===== src/rtl/mod_reduce_if.sv =====
// Operand/result bundle for the modular reducer. The requester drives the
// start strobe and operands; the reducer returns the result, its status and
// the busy flag.
interface mod_reduce_if #(
  parameter int N = 256
);
  logic             en;
  logic [2*N-1:0]   prod;
  logic [N-1:0]     mod_p;
  logic [N-1:0]     rem;
  logic             data_rdy;
  logic             busy;
  logic             err;

  modport master (
    output en, prod, mod_p,
    input  rem, data_rdy, busy, err
  );

  modport slave (
    input  en, prod, mod_p,
    output rem, data_rdy, busy, err
  );
endinterface


===== src/rtl/mod_reduce.sv =====
// Bit-serial modular reduction: rem = prod mod mod_p, with a 2N-bit dividend
// and an N-bit modulus. One restoring shift-subtract step is taken per clock,
// MSB of the dividend first, so a reduction takes 2N cycles. A zero modulus
// is flagged in a single cycle without entering the reduction loop.
module mod_reduce #(
  parameter int N = 256
) (
  input  logic      clk,
  input  logic      rst,
  mod_reduce_if.slave bus
);
  localparam int CW = $clog2(2 * N);

  typedef enum logic {
    IDLE = 1'b0,
    RUN  = 1'b1
  } state_t;

  state_t           state_q, state_d;
  logic [2*N-1:0]   prod_q, prod_d;
  logic [N-1:0]     p_q, p_d;
  logic [N:0]       r_q, r_d;     // one spare bit so the shift never overflows
  logic [CW-1:0]    cnt_q, cnt_d;
  logic [N-1:0]     rem_q, rem_d;
  logic             err_q, err_d;
  logic             rdy_q, rdy_d;

  logic [N:0]       t;
  logic [N:0]       t_sub;
  logic             ge;

  // Datapath for one restoring step: bring in the next dividend bit and trial-subtract.
  always_comb begin
    t     = (r_q << 1) | {{N{1'b0}}, prod_q[cnt_q]};
    ge    = (t >= {1'b0, p_q});
    t_sub = t - {1'b0, p_q};
  end

  // Next-state and output logic; data_rdy is a single-cycle pulse by default-low.
  always_comb begin
    state_d = state_q;
    prod_d  = prod_q;
    p_d     = p_q;
    r_d     = r_q;
    cnt_d   = cnt_q;
    rem_d   = rem_q;
    err_d   = err_q;
    rdy_d   = 1'b0;
    case (state_q)
      IDLE: begin
        if (bus.en) begin
          if (bus.mod_p == '0) begin
            // Division by zero: report immediately, no reduction loop.
            rem_d = '0;
            err_d = 1'b1;
            rdy_d = 1'b1;
          end else begin
            prod_d  = bus.prod;
            p_d     = bus.mod_p;
            r_d     = '0;
            cnt_d   = CW'(2 * N - 1);
            state_d = RUN;
          end
        end
      end
      RUN: begin
        // Starts arriving here are ignored; operands are already latched.
        r_d   = ge ? t_sub : t;
        cnt_d = cnt_q - CW'(1);
        if (cnt_q == '0) begin
          rem_d   = r_d[N-1:0];
          err_d   = 1'b0;
          rdy_d   = 1'b1;
          state_d = IDLE;
        end
      end
      default: state_d = IDLE;
    endcase
  end

  // State and datapath registers with synchronous reset clearing everything.
  always_ff @(posedge clk) begin
    if (rst) begin
      state_q <= IDLE;
      prod_q  <= '0;
      p_q     <= '0;
      r_q     <= '0;
      cnt_q   <= '0;
      rem_q   <= '0;
      err_q   <= 1'b0;
      rdy_q   <= 1'b0;
    end else begin
      state_q <= state_d;
      prod_q  <= prod_d;
      p_q     <= p_d;
      r_q     <= r_d;
      cnt_q   <= cnt_d;
      rem_q   <= rem_d;
      err_q   <= err_d;
      rdy_q   <= rdy_d;
    end
  end

  assign bus.rem      = rem_q;
  assign bus.err      = err_q;
  assign bus.data_rdy = rdy_q;
  assign bus.busy     = (state_q == RUN);
endmodule


===== src/flat_wrapper.sv =====
// flat-port wrapper written by rule: the top's interface ports become plain ports
module mod_reduce_flat 
#(
  parameter int N = 256
)
  (clk, rst, bus_en, bus_prod, bus_mod_p, bus_rem, bus_data_rdy, bus_busy, bus_err);
  mod_reduce_if #(.N(N)) bus_i ();
  input  logic clk;
  input  logic rst;
  input wire logic [$bits(bus_i.en)-1:0] bus_en;
  input wire logic [$bits(bus_i.prod)-1:0] bus_prod;
  input wire logic [$bits(bus_i.mod_p)-1:0] bus_mod_p;
  output wire logic [$bits(bus_i.rem)-1:0] bus_rem;
  output wire logic [$bits(bus_i.data_rdy)-1:0] bus_data_rdy;
  output wire logic [$bits(bus_i.busy)-1:0] bus_busy;
  output wire logic [$bits(bus_i.err)-1:0] bus_err;
  assign bus_i.en = bus_en;
  assign bus_i.prod = bus_prod;
  assign bus_i.mod_p = bus_mod_p;
  assign bus_rem = bus_i.rem;
  assign bus_data_rdy = bus_i.data_rdy;
  assign bus_busy = bus_i.busy;
  assign bus_err = bus_i.err;
  mod_reduce #(.N(N)) u_core (.clk(clk), .rst(rst), .bus(bus_i));
endmodule

===== config.mk =====
export PLATFORM = sky130hd
export DESIGN_NAME = mod_reduce_flat
export DESIGN_NICKNAME = d
export VERILOG_FILES = /design/src/rtl/mod_reduce_if.sv /design/src/rtl/mod_reduce.sv /design/src/flat_wrapper.sv
export SDC_FILE = /design/constraint.sdc
export NUM_CORES = 2
export LEC_CHECK = 0
export ABC_CLOCK_PERIOD_IN_PS = 16200
export CAP_MARGIN = 20
export CORE_MARGIN = 1
export CORE_UTILIZATION = 43
export CTS_CLUSTER_SIZE = 10
export DETAILED_ROUTE_END_ITERATION = 10
export PLACE_DENSITY = 0.64
export SYNTH_ARGS = -nofsm -noshare
export SYNTH_HDL_FRONTEND = slang
export SYNTH_SLANG_ARGS = --single-unit

===== constraint.sdc =====
create_clock -name clk -period 16.2 [get_ports clk]
set_input_delay 2.43 -clock clk [delete_from_list [all_inputs] [get_ports clk]]
set_output_delay 2.43 -clock clk [all_outputs]
set_load 0.01 [all_outputs]

# Yosys cells after proc, flatten, opt, wreduce, memory -nomap -nowiden
# Index checks and enable logic that the tools add are counted.
[totals] input_bits=771 regBits=1292 wordCells=49 out_inout_bits=259
[classes] n_addsub=2 bitwise=3 n_eq_ne=4 n_lt_le_gt_ge=2 mux=25 reduce_logical=5
[op_table] cell="2-to-1 mux 256 bit" n=6
[op_table] cell="case mux 256 bit (2 select lines)" n=2
[op_table] cell="greater-or-equal comparator 257 x 256 -> 1 bit" n=1
[op_table] cell="bitwise OR 257 x 1 -> 257 bit" n=1
[op_table] cell="zero test 256 bit" n=1
[op_table] cell="subtractor 256 bit" n=1
[op_table] cell="2-to-1 mux 9 bit" n=2
[op_table] cell="case mux 9 bit (2 select lines)" n=1
[op_table] cell="< comparator 9 x 10 -> 1 bit (second input constant)" n=1
[op_table] cell="2-to-1 mux 1 bit" n=10
[op_table] cell="binary-select mux 1 bit (select 9 bit)" n=1
[op_table] cell="zero test 9 bit" n=1
[op_table] cell="subtractor 9 x 1 -> 9 bit (second input constant)" n=1
[op_table] cell="inequality test 2 bit (second input constant)" n=3
[op_table] cell="case mux 1 bit (2 select lines)" n=3
[op_table] cell="AND reduction 3 bit" n=2
[op_table] cell="inequality test 2 x 1 -> 1 bit (second input constant)" n=1
[op_table] cell="NOT 1 bit" n=2
[op_table] cell="AND reduction 2 bit" n=1

# Logic depth before layout (Yosys ltp)
[depth] ltp_word=7 ltp_mapped=31 depth_no_buf=26

# Worst setup path before layout
# OpenSTA, ideal clock, no wires.
[synth_timing] path_kind="reg-to-reg" from="reg u_core.cnt_q[0]" to="reg u_core.rem_q[230], in the netlist u_core.bus.rem[230]" arrival_ns=7.071 path_stages_with_launch=28 n_path_buf=4 required_ns=16.083 period_less_slack_ns=7.188 setup_time_ns=0.117 setup_slack_ns=9.012 path_cell_list="dfxtp_1 > clkbuf_1 > buf_2 > buf_1 > buf_1 > mux4_2 > mux4_2 > mux4_2 > a211o_1 > a31oi_1 > ha_1 > fa_1 > nand2b_1 > a21o_1 > a31o_1 > o31a_1 > o31a_1 > o311a_1 > nor2_1 > a31oi_1 > o21ai_1 > a21o_1 > a31oi_1 > o21ai_1 > a21boi_0 > xor2_1 > a21oi_1 > a22o_1"
[synth_via] elab_chain_cells=7 word_cells_on_any_way=11 cone_classes="1 x add/sub; 1 x order compare; 1 x eq/ne; 5 x mux; 1 x bitwise; 2 x reduce/logical"
[synth_rtl] item="start, declared" line_no="mod_reduce.sv:23" rtl="logic [CW-1:0] cnt_q, cnt_d;"
[synth_rtl] item="start signal, assigned" line_no="mod_reduce.sv:97" rtl="cnt_q <= cnt_d;"
[synth_rtl] item="binary-select mux 1 bit (select 9 bit)" line_no="mod_reduce.sv:34" rtl="t = (r_q << 1) | {{N{1'b0}}, prod_q[cnt_q]};"
[synth_rtl] item="2-to-1 mux 1 bit (not written as such)" line_no="mod_reduce.sv:34"
[synth_rtl] item="bitwise OR 257 x 1 -> 257 bit" line_no="mod_reduce.sv:34"
[synth_rtl] item="subtractor 256 bit or greater-or-equal comparator 257 x 256 -> 1 bit (tied branches)" line_no="mod_reduce.sv:36, mod_reduce.sv:35"
[synth_rtl] item="2-to-1 mux 256 bit" line_no="mod_reduce.sv:68" rtl="r_d = ge ? t_sub : t;"
[synth_rtl] item="2-to-1 mux 256 bit" line_no="mod_reduce.sv:70" rtl="if (cnt_q == '0) begin"
[synth_rtl] item="case mux 256 bit (2 select lines)" line_no="mod_reduce.sv:49" rtl="case (state_q)"
[synth_rtl] item="end signal, assigned" line_no="mod_reduce.sv:98" rtl="rem_q <= rem_d;"
[synth_rtl] item="end, declared" line_no="mod_reduce.sv:24" rtl="logic [N-1:0] rem_q, rem_d;"
# Parallel ways exist; a longest one is shown, timed or not. The select of a mux whose other input is x is not followed.
# A chain may end at the register's enable or synchronous reset.

# Final worst setup path
[layout_timing] from="reg u_core.cnt_q[1]" to="reg u_core.rem_q[96], in the netlist u_core.bus.rem[96]"
# The elaborated chain is that of the path after synthesis.

==> out/qor.yml <==
sta:
  setup_tns_ps: 0
  slew_headroom: 0.0968
  rsz0062_at_grt: "false"
  worst_pin_slew_ps: 1350
  fin_crit_ps: 10060
  fin_ws_ps: 6140
  finClkSkew_ps: 76.4
  timing.hold.ws_ps: 450
  setup_viol: 0
  final-max-slew-violation-count: 0
  final.period_utilization: 0.621
  timing.final.hold_violations: 0
  max_freq_ghz: 0.0995
setup_path:
  crit_type: "flip-flop to flip-flop"
  worstPathMaxFanout: 107
  crit_top_cell: "a21oi_1"
  critPathMaxStageDelay_ps: 940
  cp-end-kind: "flip-flop"
  r2r_start: "u_core.cnt_q[1]"
  timing.critical_path.to: "u_core.bus.rem[96]"
  startpoint: "u_core.cnt_q[1]"
  startpoint_type: "flip-flop"
  cp.arrival_ps: 10700
  ff2ff_setup_slack_ps: 6140
  timing.rr.end: "u_core.bus.rem[96]"
  crit_slowest_cell: "buf_4"
  reg2reg_depth: 26
  required_ps: 16850
detailed_routing:
  dr.pass1.iters: 6
  num_vias: 71300
  dr.first_iter.drc_count: 7318
  wirelength_mm: 314
  wire_per_inst_um: 26.1
  final_antenna_net_count: 0
  avgViaCountPerCell: 5.93
  route.detailed.drc: 0
clock_network:
  cts-resized-gates: 0
  cts_buffers: 154
  clock_path_buffers: 3
  cts_max_level: 4
  cts_tree: "built"
  cts_setup_buffers: 0
  path_clk_slew_ps: 50
  cts_sinks: 1292
  clk-insertion-delay-late_ps: 840
  cts_root_buf: "clkbuf_16"
  ctsHoldBuffers: 0
place:
  io_buffers: 1029
  place_hpwl_mm: 249
  gp_congestion: 1.05
  dp_slack_ps: 6200
  postPlaceCellArea_um2: 80900
floorplanning:
  die_x_um: 405
  start_util: 0.434
  fp.dieH_um: 405
  core_um2: 161000
  dieArea_um2: 164000
  io_pins: 1030
  rows: 147
synthesis:
  ys.flop_type: "dfxtp_1"
  post-synth-top-count-cell: "nand2_1"
  netlist_area_um2: 69700
  syn_inst: 9181
  synth_xor_area_frac: 0.0307
  synthSimpleGateAreaFrac: 0.202
  yosys_warnings: 0
  synth_area_leaders: "dfxtp_1, nand2_1, a21oi_1"
  ys_ff_latch: 1292
  synth_top_area_share: 0.371
  yosys.area_share.adder: 0.0464
  synth_top_area_cell: "dfxtp_1"
  async_reset_ff_frac: 0
  synth_compound_area_frac: 0.236
  syn_area_per_cell_um2: 7.59
  synth_nets: 10200
  synth_cell_types: 86
  synth-edff-count: 0
  synth.yosys.seq_area_share: 0.371
  synthTopCellsByCount: "nand2_1, a21oi_1, dfxtp_1"
  synth_top_family_by_area: "compound AO/OA/AOI/OAI gates"
  synth_mux_area_frac: 0.0585
worst_hold_path:
  hold_start: "u_core.prod_q[262]"
  hp-class: "flip-flop to flip-flop"
grt:
  grt_pass1_wl_mm: 452
  antenna_found_initial: 43
  grtUsageTotal: 0.369
  grt_pass1_vias: 67300
  grt_max_degree: 247
  overflow: 0
power_and_ir_drop:
  pwr_density_cell_nw_per_um2: 230
  ir_drop_v: 0.000256
  p_leak_uw: 0.0332
status:
  run_status: "finished clean"
finish:
  nets: 10800
  syn_to_final_growth_pct: 22.7
  layout-drive-gt1-share: 0.0511
  postLayoutCellArea_um2: 85500
run:
  drv_cap: 0
[cells by family (layout without fill, tap and decap cells)]
| kind of cell | after synthesis | in the layout |
|---|---|---|
| AOI/OAI and AO/OA | 2819 | 2819 |
| xor gates and xnor gates | 244 | 244 |
| adders and majority gates | 258 | 258 |
| buffers and inverters | 998 | 1665 |
| DFF | 1292 | 1292 |
| muxes | 201 | 201 |
| other | 0 | 16 |
| and+or+nand+nor | 3369 | 3369 |
[through the flow]
step / power, uW / utilization / cells
6_report: 19600 / 0.532 / 12000
5_1_grt: 20700 / 0.532 / 12000
4_1_cts: 19300 / 0.532 / 12000
3_5_place_dp: 16100 / 0.503 / 11800
3_3_place_gp: 16100 / 0.503 / 11800
2_1_floorplan: 11900 / - / 9181
[sequential cells by signal, summed over array words and instances, names as in the netlist]
| name | cells |
|---|---|
| u_core.cnt_q | 9 |
| u_core.p_q | 256 |
| u_core.prod_q | 512 |
| u_core.r_q | 256 |
| u_core.bus.data_rdy | 1 |
| u_core.bus.err | 1 |
| u_core.bus.busy | 1 |
| u_core.bus.rem | 256 |
[area by class of cell]
| cell class | instances | area [um2] |
|---|---|---|
| multi-input cells | 6891 | 40100 |
| flip-flops and latches | 1292 | 25900 |
| well taps | 2160 | 2700 |
| inverters | 352 | 1320 |
| clock buffers | 184 | 4050 |
| repair buffers | 1102 | 10900 |
| diodes | 16 | 40.0 |
| fillers | 15600 | 75200 |
| clock inverters | 27 | 505 |
[worst max-delay path, delay by kind of cell, from the launching register on]
kind	cells	cell delay, ps
compound gates	14	3940
buf+inv	4	3240
flops	1	900
mux	3	850
simple gates	4	560
fa+ha+maj	1	280
[worst min-delay path by stage]
stage,depth (start not counted),to
2_1_floorplan,2,u_core.r_q[221]
3_3_place_gp,2,u_core.prod_q[143]
3_5_place_dp,2,u_core.prod_q[226]
4_1_cts,2,u_core.prod_q[226]
5_1_grt,2,u_core.prod_q[374]
6_report,2,u_core.prod_q[262]
[cell usage in the layout, fill, tap and decap left out, types with 37 or more instances in the layout]
cell / n
nand3_1: 62
o21ai_1: 132
ha_1: 257
nor2_1: 417
dfxtp_1: 1287
clkbuf_16: 154
clkdlybuf4s50_1: 1028
nand2_1: 2357
o21a_1: 53
mux4_2: 165
a22o_1: 169
xor2_1: 91
a22oi_1: 37
nor3_1: 81
buf_4: 67
a21o_1: 155
nor4_1: 92
xnor2_1: 153
a21oi_1: 1339
o21ai_0: 586
o21bai_1: 102
nand4_1: 197
inv_1: 352
[metal layers]
layer  routed length, um  up-vias  track usage  share of wire
met1              130000    34400        0.477           0.41
met4               16700       40        0.185          0.053
met2              139000     3082        0.572           0.44
li1                    -    33200            -              -
met5                 269        -            0        0.00086
met3               27400      579       0.0904          0.087
[power by group]
group	leakage [uW]	switching, uW	internal (uW)	total [uW]
Combinational	0.0205	8600	3970	12600
Clock	0.00220	1430	1800	3240
Sequential	0.0105	319	3520	3840
Note: power is estimated with default switching activity, not from simulation.
